===== config.mk =====
export PLATFORM = sky130hd
export DESIGN_NAME = uart_tx_cfg
export DESIGN_NICKNAME = d
export VERILOG_FILES = /design/src/rtl/uart_pkg.sv /design/src/rtl/uart_baud_gen.sv /design/src/rtl/uart_tx_cfg.sv
export SDC_FILE = /design/constraint.sdc
export NUM_CORES = 1
export LEC_CHECK = 0
export ABC_CLOCK_PERIOD_IN_PS = 2900
export CAP_MARGIN = 20
export CORE_UTILIZATION = 48
export DETAILED_ROUTE_END_ITERATION = 8
export PLACE_DENSITY = 0.78
export REMOVE_ABC_BUFFERS = 1
export SYNTH_ARGS = -nofsm -noshare
export SYNTH_HDL_FRONTEND = slang
export SYNTH_SLANG_ARGS = --single-unit

===== constraint.sdc =====
create_clock -name i_clk -period 2.9 [get_ports i_clk]
set_input_delay 0.58 -clock i_clk [delete_from_list [all_inputs] [get_ports i_clk]]
set_output_delay 0.58 -clock i_clk [all_outputs]
set_load 0.05 [all_outputs]

===== src/rtl/uart_pkg.sv =====
// Shared UART definitions: parity modes, transmitter FSM states,
// legal parameter ranges and a parity helper. Reused by the future receiver.
package uart_pkg;

    typedef enum logic [1:0] {
        PAR_NONE = 2'd0,
        PAR_ODD  = 2'd1,
        PAR_EVEN = 2'd2
    } parity_e;

    typedef enum logic [2:0] {
        TX_IDLE   = 3'd0,
        TX_START  = 3'd1,
        TX_DATA   = 3'd2,
        TX_PARITY = 3'd3,
        TX_STOP   = 3'd4
    } tx_state_e;

    localparam int DATA_BITS_MIN = 5;
    localparam int DATA_BITS_MAX = 9;
    localparam int STOP_BITS_MIN = 1;
    localparam int STOP_BITS_MAX = 2;

    // Parity over a zero-extended payload; zero padding does not change the XOR.
    function automatic logic calc_parity(input logic [DATA_BITS_MAX-1:0] d,
                                         input int mode);
        return (mode == int'(PAR_EVEN)) ? (^d) : ~(^d);
    endfunction

endpackage


===== src/rtl/uart_baud_gen.sv =====
// Baud tick generator.
// Ports:
//   clk  - clock, rising edge
//   rst  - synchronous active-high reset
//   en   - count enable (frame in progress)
//   clr  - hold the counter at zero
//   div  - bit period minus one, in clk cycles
//   tick - high on the last clock of each bit period while enabled
module uart_baud_gen #(
    parameter int DIV_W = 16
) (
    input  logic             clk,
    input  logic             rst,
    input  logic             en,
    input  logic             clr,
    input  logic [DIV_W-1:0] div,
    output logic             tick
);

    logic [DIV_W-1:0] cnt;

    always_ff @(posedge clk) begin
        if (rst) begin
            cnt <= '0;
        end else if (clr) begin
            cnt <= '0;
        end else if (en) begin
            if (cnt == div) begin
                cnt <= '0;
            end else begin
                cnt <= cnt + DIV_W'(1);
            end
        end
    end

    assign tick = en && (cnt == div);

endmodule


===== src/rtl/uart_tx_cfg.sv =====
// Parametrised UART transmitter with a runtime baud divisor.
// Ports:
//   i_clk        - clock, rising edge
//   rst          - synchronous active-high reset
//   i_baud_div   - bit period minus one (latched at accept)
//   i_tx_start   - send request, only looked at in IDLE
//   i_data       - payload, sent LSB first (latched at accept)
//   o_tx_serial  - serial line, idle high
//   o_tx_busy    - frame in progress
//   o_tx_done    - one-cycle pulse after the last stop bit
//   o_tick_debug - last clock of every bit period
// Handshake: a frame is accepted on any edge where the FSM is IDLE and
// i_tx_start is high; busy rises the next cycle and stays high until the
// cycle in which done pulses. Requests while busy are dropped.
module uart_tx_cfg
    import uart_pkg::*;
#(
    parameter int DATA_BITS = 8,
    parameter int PARITY    = 0,
    parameter int STOP_BITS = 1,
    parameter int DIV_W     = 16
) (
    input  logic                 i_clk,
    input  logic                 rst,
    input  logic [DIV_W-1:0]     i_baud_div,
    input  logic                 i_tx_start,
    input  logic [DATA_BITS-1:0] i_data,
    output logic                 o_tx_serial,
    output logic                 o_tx_busy,
    output logic                 o_tx_done,
    output logic                 o_tick_debug
);

    if (DATA_BITS < DATA_BITS_MIN || DATA_BITS > DATA_BITS_MAX) begin : g_bad_data_bits
        $error("uart_tx_cfg: DATA_BITS out of range");
    end
    if (PARITY < int'(PAR_NONE) || PARITY > int'(PAR_EVEN)) begin : g_bad_parity
        $error("uart_tx_cfg: PARITY out of range");
    end
    if (STOP_BITS < STOP_BITS_MIN || STOP_BITS > STOP_BITS_MAX) begin : g_bad_stop_bits
        $error("uart_tx_cfg: STOP_BITS out of range");
    end

    tx_state_e            state;
    tx_state_e            state_nxt;
    logic [DATA_BITS-1:0] shift_q;
    logic                 par_q;
    logic [DIV_W-1:0]     div_q;
    logic [3:0]           bit_idx;
    logic                 stop_idx;
    logic                 done_q;
    logic                 done_nxt;
    logic                 busy;
    logic                 accept;
    logic                 tick;
    logic                 last_data;
    logic                 last_stop;

    assign busy      = (state != TX_IDLE);
    assign accept    = (state == TX_IDLE) && i_tx_start;
    assign last_data = (bit_idx == 4'(DATA_BITS - 1));
    assign last_stop = (stop_idx == 1'(STOP_BITS - 1));

    // Counter is held at zero while idle so the start bit always gets a full period.
    uart_baud_gen #(
        .DIV_W(DIV_W)
    ) u_baud_gen (
        .clk (i_clk),
        .rst (rst),
        .en  (busy),
        .clr (!busy),
        .div (div_q),
        .tick(tick)
    );

    always_comb begin
        state_nxt = state;
        done_nxt  = 1'b0;
        case (state)
            TX_IDLE: begin
                if (i_tx_start) state_nxt = TX_START;
            end
            TX_START: begin
                if (tick) state_nxt = TX_DATA;
            end
            TX_DATA: begin
                if (tick && last_data) state_nxt = (PARITY != 0) ? TX_PARITY : TX_STOP;
            end
            TX_PARITY: begin
                if (tick) state_nxt = TX_STOP;
            end
            TX_STOP: begin
                if (tick && last_stop) begin
                    state_nxt = TX_IDLE;
                    done_nxt  = 1'b1;
                end
            end
            default: state_nxt = TX_IDLE;
        endcase
    end

    always_ff @(posedge i_clk) begin
        if (rst) begin
            state    <= TX_IDLE;
            shift_q  <= '0;
            par_q    <= 1'b0;
            div_q    <= '0;
            bit_idx  <= '0;
            stop_idx <= 1'b0;
            done_q   <= 1'b0;
        end else begin
            state  <= state_nxt;
            done_q <= done_nxt;
            if (accept) begin
                shift_q  <= i_data;
                par_q    <= calc_parity(DATA_BITS_MAX'(i_data), PARITY);
                div_q    <= i_baud_div;
                bit_idx  <= '0;
                stop_idx <= 1'b0;
            end else if (tick) begin
                // Payload leaves from bit 0 of a right-shifting register.
                if (state == TX_DATA) begin
                    shift_q <= shift_q >> 1;
                    bit_idx <= bit_idx + 4'd1;
                end
                if (state == TX_STOP) begin
                    stop_idx <= stop_idx + 1'b1;
                end
            end
        end
    end

    always_comb begin
        o_tx_serial = 1'b1;
        case (state)
            TX_START:  o_tx_serial = 1'b0;
            TX_DATA:   o_tx_serial = shift_q[0];
            TX_PARITY: o_tx_serial = par_q;
            default:   o_tx_serial = 1'b1;
        endcase
    end

    assign o_tx_busy    = busy;
    assign o_tx_done    = done_q;
    assign o_tick_debug = tick;

endmodule

==> impl_metrics.env, run 1 <==
export IMPL_finalClockSkew_ps=9.99
export IMPL_min_path_type="reg2reg"
export IMPL_clk_pin_slew_worst_paths_ps=90
export IMPL_grt_overflow=0
export IMPL_area_growth_pct=19.6
export IMPL_drt_iter0_markers=152
export IMPL_die_w_um=71.8
export IMPL_fin_util_pct=59.5
export IMPL_wl_met3_um=224
export IMPL_critPathTopFamily="simple AND/OR/NAND/NOR gates"
export IMPL_cts_buffer_depth=2
export IMPL_rsz0062_at_grt="false"
export IMPL_fillers=415
export IMPL_ys_ff_latch=50
export IMPL_yosysMostFrequentCell="dfxtp_1"
export IMPL_num_io_pins=31
export IMPL_worst_slack_ps=345
export IMPL_required_ps=2320
export IMPL_p_per_area_mw_per_mm2=569
export IMPL_worstPathArrival_ps=1970
export IMPL_critPathKind="reg2out"
export IMPL_ys_top_cells_by_area="dfxtp_1 (43%), xor2_1 (7.9%), nand2_1 (7.2%), xnor2_1 (6.4%), nor2_1 (5.8%)"
export IMPL_worst_slew_pin_transition_ps=676
export IMPL_peakVddDrop_uv=419
export IMPL_drtPass1Iterations=4
export IMPL_postCtsHoldBufs=0
export IMPL_cp_depth=5
export IMPL_grt_first_pass_wirelength_um=8620
export IMPL_antenna_found_initial=0
export IMPL_cp_startpoint="u_baud_gen.cnt[3]"
export IMPL_placed_cells=361
export IMPL_synth_top_cell_area_share_pct=42.8
export IMPL_viasPerCell=5.43
export IMPL_fin_tns_setup_ps=0
export IMPL_remaining_drc_errors=0
export IMPL_clock_sinks=50
export IMPL_status="complete, no violations"
export IMPL_top_layer_used="met4"
export IMPL_p_total_uw=1590
export IMPL_synth_area_leader_cell="dfxtp_1"
export IMPL_fp_dieH_um=71.8
export IMPL_yosysWarnings=0
export IMPL_synth_edff_count=0
export IMPL_crit_end="o_tick_debug"
export IMPL_initial_utilization_pct=49.8
export IMPL_cts_tree="yes"
export IMPL_drv_slew=0
export IMPL_critPathLaunchType="register"
export IMPL_synth_main_ff_cell="dfxtp_1"
export IMPL_cp_slowest_cell="nor4_1"
export IMPL_h_tree_depth=2
export IMPL_slew_limit_headroom_pct=54.8
export IMPL_reg2reg_depth=6
export IMPL_dp_hpwl_um=3490
export IMPL_r2r_end="state[2]"
export IMPL_via_count=2003
export IMPL_syn_avg_cell_area_um2=8.08
export IMPL_fin_crit_sh_pct=88.1
export IMPL_min_period_ps=2550
export IMPL_critPathMaxStageDelay_ps=490
export IMPL_cts_buffers=5
export IMPL_drt_wl_total_um=4950
export IMPL_drive_above_1_share_pct=4.76
export IMPL_clk_insertion_delay_late_ps=300
export IMPL_path_cells="xor2_1, nor4_1, nand4_1, nor2_1, buf_12"
export IMPL_mappedNetlistArea_mm2=0.00234
export IMPL_leakage_uw=0.00103
export IMPL_drv_cap=0
export IMPL_grt_pass1_vias=1904
export IMPL_hold_viol_final=0
export IMPL_ys_async_sr_fraction_pct=0
export IMPL_dr_wl_met2_um=2450
export IMPL_cp_max_fo=6
export IMPL_ctsResizeCount=0
export IMPL_timing_rr_start="u_baud_gen.cnt[3]"
export IMPL_ant_nets=0
export IMPL_final_instance_count_excl_fill=369
export IMPL_synthDistinctLibCells=35
export IMPL_r2r_slack_ps=590
export IMPL_fmax_mhz=391
export IMPL_wl_per_cell_um=13.4
export IMPL_setup_viol=0
export IMPL_cts_root_buf="clkbuf_8"
export IMPL_wl_met1_um=2170
export IMPL_grt_max_degree=31
export IMPL_antennaDiodeCount=0
export IMPL_coreArea_mm2=0.00469
export IMPL_synthTopCellsByCount="dfxtp_1 (50), nand2_1 (45), nor2_1 (36), a21oi_1 (26), xor2_1 (21)"
export IMPL_dieArea_mm2=0.00515
export IMPL_num_rows=25
export IMPL_io_buffer_count=30
export IMPL_cp_buffers_inverters=1
export IMPL_final_nets=343
export IMPL_cts_setup_buffers=0
export IMPL_hold_start="par_q"
export IMPL_synthCells=289
export IMPL_place_ws_ps=607
export IMPL_end_kind="output pin"
export IMPL_seq_area_frac_synth_pct=42.8
export IMPL_track_usage_pct=21.6
export IMPL_globalplace_congestion=0.794
-- how the worst min path moves through the flow --
stage	slack (ps)	end	cells after the start
final	460	par_q	2
after global routing	490	div_q[1]	2
after CTS	460	par_q	2
after detailed placement	450	par_q	2
after global placement	440	par_q	2
after floorplan	430	par_q	2
-- metal layers --
layer  vias up  global-route usage (%)
li1       1039                       -
met1       911                    26.2
met2        46                    36.8
met3         7                    5.34
met4         0                    8.50
met5         -                       0
-- final cells by class --
cell class | instances | area, um^2 | share of cell area [%]
Timing Repair Buffer | 35 | 348 | 12.5
Clock inverter | 2 | 37.5 | 1.34
Clock buffer | 6 | 72.6 | 2.60
Sequential cell | 50 | 1000 | 35.8
Tap cell | 54 | 67.6 | 2.42
Multi-Input combinational cell | 218 | 1250 | 44.8
Inverter | 4 | 15.0 | 0.538
-- stage by stage --
stage | hold slack, ps | instance area (um^2)
final | 462 | 2790
after global routing | 488 | 2790
after CTS | 464 | 2790
after detailed placement | 452 | 2680
after global placement | 440 | 2680
after floorplan | 426 | 2270
-- layout by cell type (no fill, tap or decap), types with 3 or more instances in the layout --
| master | netlist | routed |
|---|---|---|
| nor2_1 | 36 | 36 |
| o21ai_1 | 8 | 8 |
| a21oi_1 | 26 | 26 |
| and4_1 | 3 | 3 |
| nor4_1 | 5 | 5 |
| nand2_1 | 45 | 45 |
| clkdlybuf4s50_1 | 0 | 29 |
| xnor2_1 | 17 | 17 |
| dfxtp_1 | 50 | 50 |
| nor3_1 | 4 | 4 |
| inv_1 | 4 | 4 |
| nand2b_1 | 3 | 3 |
| clkbuf_8 | 0 | 5 |
| nand3_1 | 12 | 12 |
| a311oi_1 | 5 | 5 |
| xor2_1 | 21 | 21 |
| a211oi_1 | 3 | 3 |
| buf_4 | 0 | 5 |
| nand4_1 | 4 | 4 |
| o21ai_0 | 4 | 4 |
-- cell families after synthesis --
family	Yosys count	share of synthesized area [%]
AO/OA/AOI/OAI	54	13.6
XOR/XNOR	38	14.2
adder cells (fa/ha/maj)	2	1.07
buffers and inverters	21	3.59
flip-flops	50	42.8
AND/OR/NAND/NOR	124	24.7
-- sequential cells by signal (all words and copies together), names as in the netlist --
register / count
shift_q: 8
par_q: 1
o_tx_done: 1
bit_idx: 4
stop_idx: 1
u_baud_gen.cnt: 16
state: 3
div_q: 16
-- tightest hold or removal path: cells and delay by family (launching register included) --
kind | cells | cell delay [ps]
AND/OR/NAND/NOR | 1 | 50
AO/OA/AOI/OAI | 1 | 50
flip-flops | 1 | 320
-- where the power goes --
group          switching (uW)  internal [uW]
Combinational             204            139
Sequential               36.9            732
Clock                     220            257
No activity file was read; power rests on OpenSTA's default activity.
==> run 2: changes to the inputs <==
- CTS_CLUSTER_SIZE: not set -> 25
- GPL_TIMING_DRIVEN: not set -> 0
==> impl_metrics.env, run 2 (same netlist as run 1, synthesis figures left out) <==
export IMPL_grt_overflow=0
export IMPL_io_buffer_count=30
export IMPL_top_layer_used="met4"
export IMPL_hold_viol_final=0
export IMPL_final_cell_mix="dfxtp_1 (50), nand2_1 (45), nor2_1 (36)"
export IMPL_leakage_uw=0.00103
export IMPL_dp_hpwl_um=3200
export IMPL_grt_max_degree=32
export IMPL_final_nets=343
export IMPL_timing_rr_start="u_baud_gen.cnt[1]"
export IMPL_clk_pin_slew_worst_paths_ps=90
export IMPL_min_path_type="reg2reg"
export IMPL_rsz0062_at_grt="false"
export IMPL_clock_sinks=50
export IMPL_drt_wl_total_um=5050
export IMPL_cp_max_fo=4
export IMPL_finalClockSkew_ps=5.77
export IMPL_via_count=2067
export IMPL_ant_nets=0
export IMPL_drv_cap=0
export IMPL_worstPathArrival_ps=2020
export IMPL_end_kind="output pin"
export IMPL_viasPerCell=5.60
export IMPL_min_period_ps=2600
export IMPL_cts_buffers=5
export IMPL_fin_crit_sh_pct=89.5
export IMPL_globalplace_congestion=0.815
export IMPL_wl_per_cell_um=13.7
export IMPL_area_growth_pct=20.0
export IMPL_wl_met1_um=2260
export IMPL_wl_met3_um=159
export IMPL_remaining_drc_errors=0
export IMPL_cp_startpoint="u_baud_gen.cnt[1]"
export IMPL_drive_above_1_share_pct=5.08
export IMPL_final_common_cell="dfxtp_1"
export IMPL_required_ps=2320
export IMPL_worst_slew_pin_transition_ps=766
export IMPL_worst_slack_ps=304
export IMPL_crit_end="o_tick_debug"
export IMPL_setup_viol=0
export IMPL_clk_insertion_delay_late_ps=310
export IMPL_postCtsHoldBufs=0
export IMPL_fmax_mhz=385
export IMPL_grt_first_pass_wirelength_um=8600
export IMPL_num_rows=25
export IMPL_fp_dieH_um=71.8
export IMPL_fin_hold_ws_ps=456
export IMPL_drtPass1Iterations=4
export IMPL_cts_buffer_depth=2
export IMPL_antenna_found_initial=0
export IMPL_fin_area_mm2=0.00280
export IMPL_critPathKind="reg2out"
export IMPL_fin_tns_setup_ps=0
export IMPL_critPathLaunchType="register"
export IMPL_h_tree_depth=2
export IMPL_drv_slew=0
export IMPL_p_per_area_mw_per_mm2=577
export IMPL_slew_limit_headroom_pct=49.0
export IMPL_placed_area_mm2=0.00264
export IMPL_r2r_end="state[2]"
export IMPL_antennaDiodeCount=0
export IMPL_cts_root_buf="clkbuf_8"
export IMPL_dieArea_mm2=0.00515
export IMPL_status="complete, no violations"
export IMPL_dr_wl_met2_um=2540
export IMPL_drt_iter0_markers=159
export IMPL_hold_depth=2
export IMPL_cts_tree="yes"
export IMPL_initial_utilization_pct=49.8
export IMPL_reg2reg_depth=7
export IMPL_place_ws_ps=-648
export IMPL_coreArea_mm2=0.00469
export IMPL_grt_pass1_vias=1975
export IMPL_r2r_slack_ps=650
export IMPL_num_io_pins=31
export IMPL_track_usage_pct=21.3
export IMPL_p_total_uw=1620
export IMPL_peakVddDrop_uv=387
export IMPL_die_w_um=71.8
export IMPL_top_regs="div_q: 16 flops, u_baud_gen.cnt: 16 flops, shift_q: 8 flops"
## run 2: worst max-delay path, cell delays in order (launching register included)
cell and delay, ps:
dfxtp_1 360, xor2_1 160, nor4_2 500, nand4_1 150
buf_4 180, nor2_1 80, clkbuf_2 280
## run 2: metal layers
metal	GRT usage, %	up-vias
met4	8.28	0
li1	-	1044
met3	3.38	8
met5	0	-
met1	26.0	975
met2	37.4	40
## run 2: metrics by stage
stage / instances / utilization [%]
detailed placement: 356 / 56.2
finish: 369 / 59.7
global placement: 356 / 56.2
floorplan: 272 / -
global route: 369 / 59.7
CTS: 367 / 59.3
## run 2: power by group
group          internal, uW  total, uW  switching, uW
logic                   142        360            219
clock network           258        489            230
registers               732        769           37.0
## run 2: worst min path at each step
stage | start | end | slack, ps
6_report | par_q | par_q | 460
2_1_floorplan | par_q | par_q | 430
4_1_cts | par_q | par_q | 460
5_1_grt | div_q[1] | div_q[1] | 500
3_5_place_dp | par_q | par_q | 450
3_3_place_gp | par_q | par_q | 440
## run 2: repair_timing
item                                    in CTS  in global routing
pin swaps                                    1                  0
gates resized for setup                      4                  2
gates cloned                                 1                  0
buffers inserted                             2                  0
endpoints found under the setup margin       7                  1
## run 2: final cells by class
type / count / area (um^2)
clock buffers: 7 / 76.3
clock inverters: 1 / 30.0
well taps: 54 / 67.6
repair buffers: 34 / 337
fillers: 441 / 1890
inverters: 4 / 15.0
multi-input cells: 219 / 1280
flip-flops and latches: 50 / 1000
==> patch 1 (config.mk and constraints of run 1) <==
Register the outputs `o_tx_busy` and `o_tick_debug`, without a reset; this adds one clock of latency there. The other outputs are not delayed to match.
--- a/src/rtl/uart_tx_cfg.sv
+++ b/src/rtl/uart_tx_cfg.sv
@@ -140,8 +140,10 @@
         endcase
     end
 
-    assign o_tx_busy    = busy;
     assign o_tx_done    = done_q;
-    assign o_tick_debug = tick;
+    always_ff @(posedge i_clk) begin
+        o_tx_busy    <= busy;
+        o_tick_debug <= tick;
+    end
 
 endmodule
Function: changed (a bounded check fails within 4 cycles, from zero or initial values and one cycle with rst high).
==> patch 1 against run 1 <==
Routed wire length is 1.2% lower; fmax rose by 1.1%; worst setup slack better by 0.027 ns; sequential cell count up 2; area after synthesis rose by 1.7%; power fell by 0.91%; cell area rose by 1.1%; clock skew grew 0.0011 ns; critical endpoint is now o_tx_serial.
==> patch 1: results (changes against run 1) <==
* Final std cells w/o fill at 384 (was 369)
* Vias in the first global route at 1826 (was 1904)
* Gpl congestion at 0.8250 (was 0.7940)
* Clock Latency Late Sink at 0.32 ns (was 0.30 ns)
* Crit Reg-Reg Startpoint: u_baud_gen.cnt[1] (was u_baud_gen.cnt[3])
* Syn_area_per_cell at 8.165 sq um (was 8.083 sq um)
* Seq area share at 36.88% (was 35.84%)
* Crit-path max cell delay at 0.79 ns (was 0.49 ns)
* Non-clock inverters at 4 (unchanged)
* Fill cell total of the finished layout at 451 (was 415)
* Dpl ws at 0.7258 ns (was 0.6069 ns)
* HPWL Detailed at 3385 um (was 3492 um)
* Seq/Total Area, Yosys at 43.81% (was 42.85%)
* Initial DRC Count at 138 (was 152)
* DRT Wirelength at 4892 um (was 4949 um)
* Status: finished, final reports clean (unchanged)
* Leading cell types by count after synthesis: 52 x dfxtp_1, 45 x nand2_1, 36 x nor2_1 (was 50 x dfxtp_1, 45 x nand2_1, 36 x nor2_1)
* CTS Root Cell: clkbuf_8 (unchanged)
* Total GRT Usage at 20.29% (was 21.60%)
* First-pass GRT wire length at 8238 um (was 8618 um)
* Layout cell share with drive strength beyond 1 at 4.416% (was 4.762%)
* Clock buf count at 7 (was 6)
* VDD IR max at 276.4 uV (was 419.1 uV)
* Worst Setup SP: state[1] (was u_baud_gen.cnt[3])
* Largest fanout on the critical path at 12 (was 6)
* NumNets Final at 345 (was 343)
* Final Skew at 0.01111 ns (was 0.009994 ns)
* Slew margin rel. at 49.00% (was 54.81%)
* Leak pwr at 1.030 nW (was 1.026 nW)
* Fraction of area in multi-input gates at 44.33% (was 44.80%)
* Critical hold path startpoint: div_q[4] (was par_q)
* Ranking of synthesized cells by area: dfxtp_1 44%, xor2_1 7.7%, nand2_1 7.1% (was dfxtp_1 43%, xor2_1 7.9%, nand2_1 7.2%)
* CP max stage cell: clkdlybuf4s50_1 (was nor4_1)
* Number of vias in the routed layout at 1992 (was 2003)
* NonClk Buf Share at 11.97% (was 12.46%)
[patch 1: critical path, delay by kind of cell, from the launching register on]
kind	cells	cell delay, ns
AO/OA/AOI/OAI	1	0.07
AND/OR/NAND/NOR	3	0.24
flip-flops	1	0.53
buffers and inverters	1	0.79
[patch 1: power breakdown]
part           leakage, nW  total [mW]  switching [mW]  internal (mW)
clock network       0.0445       0.434           0.240          0.194
registers            0.424       0.802          0.0374          0.765
logic                0.562       0.339           0.201          0.138
total                 1.03        1.58           0.478           1.10
[patch 1: cells by family after synthesis]
family                     share of synthesized area (%)
xor gates and xnor gates                           14.01
DFF                                                43.81
AOI/OAI and AO/OA                                  13.32
and+or+nand+nor                                    24.28
buffers and inverters                              3.528
adders and majority gates                          1.053
[patch 1: path summary, 6_finish.rpt]
| kind | slack [ns] | to |
|---|---|---|
| max reg2reg | 0.75 | bit_idx[3] |
| max | 0.37 | o_tx_serial |
| min reg2reg | 0.47 | div_q[4] |
| min | 0.47 | div_q[4] |
[patch 1: metal layers]
metal | vias to the layer above | GRT usage (%) | wire length [um]
met5 | - | 0 | 0
met4 | 0 | 9.150 | 89
met3 | 8 | 3.889 | 154
met2 | 32 | 32.92 | 2286
met1 | 911 | 26.20 | 2363
li1 | 1041 | - | -
[patch 1: per-stage QoR]
stage | area, sq um | power (mW)
floorplan | 2307 | 1.020
global placement | 2729 | 1.151
detailed placement | 2729 | 1.156
CTS | 2823 | 1.586
global route | 2823 | 1.651
finish | 2823 | 1.575
==> patch 2 (flow settings as in run 1) <==
Made on the original files. The parameter `PARITY` goes from 0 to 1.
--- a/src/rtl/uart_tx_cfg.sv
+++ b/src/rtl/uart_tx_cfg.sv
@@ -16,7 +16,7 @@
     import uart_pkg::*;
 #(
     parameter int DATA_BITS = 8,
-    parameter int PARITY    = 0,
+    parameter int PARITY    = 1,
     parameter int STOP_BITS = 1,
     parameter int DIV_W     = 16
 ) (
Check against the original RTL: no difference found for any inputs over 10 cycles, from zero or initial values and one cycle with rst high; that may be too few to reach the edited logic, so the function may still have changed.
==> patch 2 against run 1 <==
The run now ends with DRC left; largest power group unchanged; worst setup slack lost 0.084 ns; cell area decreased by 2.3%; routed wire length down 4.7%; sequential cell count unchanged; largest cell class unchanged; area after synthesis down 1.4%; critical path depth decreased by 1; power fell by 6.3%; die area down 1.3%; highest routed layer unchanged.
==> patch 2: results (changes against run 1) <==
* Synth warn at 0 (unchanged)
* Syn_area_per_cell at 8.227 sq um (was 8.083 sq um)
* First-pass GRT wire length at 8086 um (was 8618 um)
* Initial DRC Count at 102 (was 152)
* Status: finished with violations (was finished, final reports clean)
* # DRC at 3 (was 0)
* Total GRT Usage at 20.29% (was 21.60%)
* Post-Synth Adder-Cell Area at 1.086% (was 1.071%)
* Dpl ws at 0.6343 ns (was 0.6069 ns)
* Seq/Total Area, Yosys at 43.45% (was 42.85%)
* VDD IR max at 238.9 uV (was 419.1 uV)
* Crit Reg-Reg Startpoint: u_baud_gen.cnt[4] (was u_baud_gen.cnt[3])
* Final Skew at 0.009853 ns (was 0.009994 ns)
* Ranking of synthesized cells by area: dfxtp_1 43%, xor2_1 8.0%, nand2_1 7.0% (was dfxtp_1 43%, xor2_1 7.9%, nand2_1 7.2%)
* DR WL/cell at 13.17 um (was 13.41 um)
* H-tree Lvls at 2 (unchanged)
* Least-Margin Pin Slew at 0.7066 ns (was 0.6762 ns)
* Final std cells w/o fill at 358 (was 369)
* Largest fanout on the critical path at 10 (was 6)
* Largest net degree at the start of global routing at 30 (was 31)
* Failing checks: DRC
* Layout cell share with drive strength beyond 1 at 4.902% (was 4.762%)
* Vias in the first global route at 1845 (was 1904)
* Vias per std cell at 5.441 (was 5.428)
* Post-synthesis compound-gate area fraction at 12.98% (was 13.55%)
* Fill cell total of the finished layout at 405 (was 415)
* Leading cell types by count after synthesis: 50 x dfxtp_1, 43 x nand2_1, 30 x nor2_1 (was 50 x dfxtp_1, 45 x nand2_1, 36 x nor2_1)
* Async set or reset register ratio after synthesis at 0% (unchanged)
* HPWL Detailed at 3217 um (was 3492 um)
* Leak pwr at 1.006 nW (was 1.026 nW)
* NumNets Final at 334 (was 343)
* XOR/XNOR share of the synthesized area at 14.07% (was 14.25%)
* Gpl congestion at 0.7453 (was 0.7940)
* Int Power at 1.084 mW (was 1.128 mW)
* Dpl cells at 350 (was 361)
* Initial DRT Pass Iterations at 9 (was 4)
* Post-place instance area at 2620 sq um (was 2683 sq um)
patch 2: changes by cell type after synthesis, moves of 3 or more:
cell	change
or3_1	+3
nor2_1	-6
inv_1	+5
clkbuf_1	-5
patch 2: metal layers:
layer | part of all wire (%) | track usage, % | vias up
li1 | - | - | 997
met3 | 3.9 | 3.516 | 5
met5 | 0 | 0 | -
met1 | 49 | 26.59 | 899
met4 | 1.1 | 8.000 | 0
met2 | 46 | 33.44 | 47
patch 2: power by group through the flow:
| stage | sequential [mW] | combinational, mW | clock [mW] |
|---|---|---|---|
| floorplan | 0.755 | 0.152 | 0 |
| global placement | 0.760 | 0.252 | 0 |
| detailed placement | 0.761 | 0.254 | 0 |
| CTS | 0.746 | 0.255 | 0.498 |
| global route | 0.751 | 0.279 | 0.525 |
| finish | 0.746 | 0.254 | 0.489 |
patch 2: final timing paths:
check,end,slack (ns),cells after the start
max,o_tx_serial,0.26,4
min,par_q,0.45,2
max reg2reg,bit_idx[3],0.80,6
min reg2reg,par_q,0.45,2
patch 2: worst max-delay path: stages (launching register included):
cell and delay [ns]:
dfxtp_1 0.50, nor3b_1 0.24, a21oi_1 0.05, or2_2 0.27
clkdlybuf4s50_1 0.70
patch 2: final cells by class:
type	instances	area (sq um)	area share (%)
timing repair buffer	34	340.3	12.47
clock buffer	5	68.82	2.522
tap	52	65.06	2.384
sequential	50	1001	36.68
clock inverter	3	40.04	1.467
inverter	9	33.78	1.238
multi-input combinational	205	1180	43.24
